### src/rtl/bist_pkg.sv
// Shared types and constants for the BIST sweep checker: FSM states,
// counter width and the maximal-length LFSR tap masks for widths 3..8.
package bist_pkg;

  typedef enum logic [1:0] {
    IDLE  = 2'd0,
    WAIT  = 2'd1,
    CHECK = 2'd2,
    DONE  = 2'd3
  } state_e;

  localparam int CNT_W = 16;

  // Bit k-1 set for each x^k term (constant term implied); all maximal length.
  localparam logic [7:0] LFSR_TAPS [3:8] = '{
    8'h06,  // x^3+x^2+1
    8'h0C,  // x^4+x^3+1
    8'h14,  // x^5+x^3+1
    8'h30,  // x^6+x^5+1
    8'h60,  // x^7+x^6+1
    8'hB8   // x^8+x^6+x^5+x^4+1
  };

endpackage

### src/rtl/lfsr_gen.sv
// N-bit Fibonacci LFSR: shifts left, feedback is the XOR of the tapped bits.
// load takes priority over step.
module lfsr_gen
  import bist_pkg::*;
#(
  parameter int              N    = 3,
  parameter logic [N-1:0]    TAPS = (N)'(LFSR_TAPS[N])
) (
  input  logic         clk,
  input  logic         rst,
  input  logic         load,
  input  logic [N-1:0] seed,
  input  logic         step,
  output logic [N-1:0] q
);

  logic [N-1:0] q_q, q_d;

  always_comb begin
    q_d = q_q;
    if (load) begin
      q_d = seed;
    end else if (step) begin
      q_d = {q_q[N-2:0], ^(q_q & TAPS)};
    end
  end

  always_ff @(posedge clk) begin
    if (rst) begin
      q_q <= '0;
    end else begin
      q_q <= q_d;
    end
  end

  assign q = q_q;

endmodule

### config.mk
export PLATFORM = sky130hd
export DESIGN_NAME = lfsr_gen
export DESIGN_NICKNAME = d
export VERILOG_FILES = /design/src/rtl/bist_pkg.sv /design/src/rtl/lfsr_gen.sv
export SDC_FILE = /design/constraint.sdc
export NUM_CORES = 1
export LEC_CHECK = 0
export CORE_AREA = 2 2 39 41
export CTS_BUF_LIST = sky130_fd_sc_hd__clkbuf_16
export CTS_CLUSTER_SIZE = 14
export DETAILED_ROUTE_END_ITERATION = 12
export DIE_AREA = 0 0 41 43
export PLACE_DENSITY = 0.44
export SYNTH_ARGS = -nofsm -noshare
export SYNTH_HDL_FRONTEND = slang
export SYNTH_SLANG_ARGS = --single-unit
### constraint.sdc
create_clock -name clk -period 1 [get_ports clk]
set_clock_uncertainty 0.2 [all_clocks]
set_input_delay 0.2 -clock clk [delete_from_list [all_inputs] [get_ports clk]]
set_output_delay 0.2 -clock clk [all_outputs]
set_load 0.01 [all_outputs]
==> results.toml <==
[cts]
cts_buffers = 3
master_cell_of_the_clock_root_buffer = "sky130_fd_sc_hd__clkbuf_16"
insertion_delay_ns = 0.22
clock_tree_from_tritoncts = "done"
cts-hold-fix-buffers = 0
h-tree-depth = 1
cts-root-to-sink-buffers = 2
clock_pin_slew_of_the_registers_on_the_worst_case_setup_and_hold_paths_ns = 0.03
clock-sinks = 3

[worst_setup_path]
reg2regPathDepth = 3
setup.worst_path.start_class = "flip-flop"
r2r_slack_ns = -0.21
reg_to_reg_endpoint = "q[0]"
worst_ep_required_time_ns = 0.94
cp_endpoint_kind = "flip-flop"
timing_worst_setup_path_type = "reg -> reg"
path_max_fanout = 2
worst_r2r_startpoint = "q[0]"
arrival_ns = 1.15

[global_route]
grt.overflow.total = 0
antenna_violations_before_repair = 0
pin_count_of_the_biggest_net_entering_global_routing = 7
wire_length_of_the_first_global_routing_pass_um = 690
grt.total_usage = 0.07028
vias_in_the_first_global_route = 178

[timing]
fmaxAchievable_mhz = 825.0
worst_max_slew_margin_expressed_relative_to_the_limit = 0.8550
setup_slack_ns = -0.2122
layout_worst_path_cycle_share = 1.212
tightestPinTransition_ns = 0.2159
grt_setup_unrepaired = "yes"
hold_viol_final = 0
post-route-min-period_ns = 1.212
final-max-slew-violation-count = 0
finalSetupViolations = 5

[logic_synthesis]
synth-main-ff-cell = "sky130_fd_sc_hd__dfxtp_1"
post_synth_inst_count = 15
yosys-top-cells-count = "sky130_fd_sc_hd__dfxtp_1, sky130_fd_sc_hd__a211oi_1, sky130_fd_sc_hd__mux2i_1, sky130_fd_sc_hd__nor2b_1"
synth.ff_latch_count = 3
yosys_warnings = 0
synth.most_common_cell = "sky130_fd_sc_hd__dfxtp_1"
synth_top_area_cell = "sky130_fd_sc_hd__dfxtp_1"
syn_avg_cell_area_sq_um = 10.09
synth_cell_type_count = 10
area_share_of_the_leading_cell_type_in_the_synthesized_netlist = 0.3967
post_synth_instance_area_sq_um = 151.4
synth_async_sr_flop_share = 0
synth_fp_nets = 22
netlist_top_cells_area = "sky130_fd_sc_hd__dfxtp_1, sky130_fd_sc_hd__mux2i_1, sky130_fd_sc_hd__a211oi_1"
synth_seq_area_share = 0.3967
number_of_synthesized_flops_with_an_enable_pin = 0

[final_layout]
drive_gt1_frac = 0.5278
area_delta_synth_final_pct = 178.5
layout.nets = 44
antenna-diode-count = 0
largest_reg_flops = 3

[routing]
drt_first_iter_violations = 1
routed_wl_um = 520
detailedRoute.firstPassIterationCount = 2
post_dr_vias_cell = 3.904
drt.antenna.violating_nets = 0
post_route_drc = 0
routedWlPerCell_um = 10.00
num_vias = 203

[die]
dieArea_sq_um = 1763
fp-row-count = 14
die_w_um = 41
initial_core_util = 0.1094
placeableCoreArea_sq_um = 1384
io_pins = 10
chipHeight_um = 43

[status]
outcome = "complete, but fails checks"
violations = "negative setup slack"

[min_path]
min_path_cells = 2
timing.hold.worst.start = "rst"
min-delay-path-class = "in -> reg"
hold_end = "q[0]"

[run]
max-cap-violations = 0

[pwr]
power.static_leakage_nw = 0.1920
ir_drop_uv = 651.3
fin_total_pwr_w = 0.0008826
powerDensity_nw_per_um2 = 2093

[placed_design]
port_buffers = 9
place_worst_setup_slack_ns = -0.5936
final_weighted_congestion_in_routability_driven_placement = 0.6985
worst max-delay path, stage by stage (launching register included):
cell                       delay, ns
sky130_fd_sc_hd__dfxtp_2        0.32
sky130_fd_sc_hd__buf_6          0.09
sky130_fd_sc_hd__or4b_4         0.45
sky130_fd_sc_hd__o221ai_2       0.07
worst max path at each step:
stage	to	cells past startpoint	slack [ns]	start
3_3_place_gp	q[0]	3	-0.58	load
4_1_cts	q[0]	3	-0.20	q[0]
2_1_floorplan	q[0]	2	-0.11	q[0]
3_5_place_dp	q[0]	3	-0.59	load
6_report	q[0]	3	-0.21	q[0]
5_1_grt	q[0]	3	-0.25	q[0]
cell families after synthesis:
family,count (synthesis),synth area share
xor+xnor,1,0.05786
compound gates,3,0.1570
buf+inv,1,0.02477
mux,2,0.1322
simple gates,5,0.2314
flops,3,0.3967
cell type report:
class / count / area [sq um]
clock buffer: 3 / 75.07
clock inverter: 1 / 3.754
fill: 147 / 962.2
inverter: 1 / 3.754
multi-input combinational: 11 / 97.59
sequential: 3 / 63.81
tap: 16 / 20.02
timing repair buffer: 17 / 157.7
placed cells by master (no fill, tap or decap), drive strengths merged:
cell type,count
a211oi,2
buf,11
clkbuf,3
clkdlybuf4s50,3
dfxtp,3
dlygate4sd2,3
inv,2
mux2i,2
nand2,1
nor2b,2
o221ai,1
or3b,1
or4b,1
xnor2,1
layer usage:
layer | part of all wire | vias to the layer above | wire length (um) | track usage
met2 | 0.43 | 13 | 224 | 0.06563
met4 | 0.044 | 0 | 23 | 0.1000
met1 | 0.40 | 90 | 209 | 0.08039
met3 | 0.12 | 3 | 63 | 0.04712
li1 | - | 97 | - | -
met5 | 0 | - | 0 | 0
what timing repair did:
item,in CTS,in global routing
pin swaps,2,0
buffers inserted,3,0
endpoints found under the setup margin,6,6
resized for setup,22,2
per-stage QoR:
stage	area [sq um]	utilization	hold slack (ns)	setup TNS, ns	instances
6_report	421.7	0.3047	0.2350	-0.6500	52
3_3_place_gp	300.3	0.2170	0.4783	-2.153	45
5_1_grt	421.7	0.3047	0.2582	-0.7989	52
2_1_floorplan	152.6	-	0.07276	-0.1140	15
3_5_place_dp	300.3	0.2170	0.4930	-2.170	45
4_1_cts	411.6	0.2975	0.2296	-0.6468	52
where the power goes:
part	total, W	internal, W	switching, W
logic	0.000120	0.0000796	0.0000406
clock network	0.000624	0.000516	0.000109
registers	0.000138	0.000132	0.00000615
total	0.000883	0.000727	0.000156
Note: power is estimated with default switching activity, not from simulation.
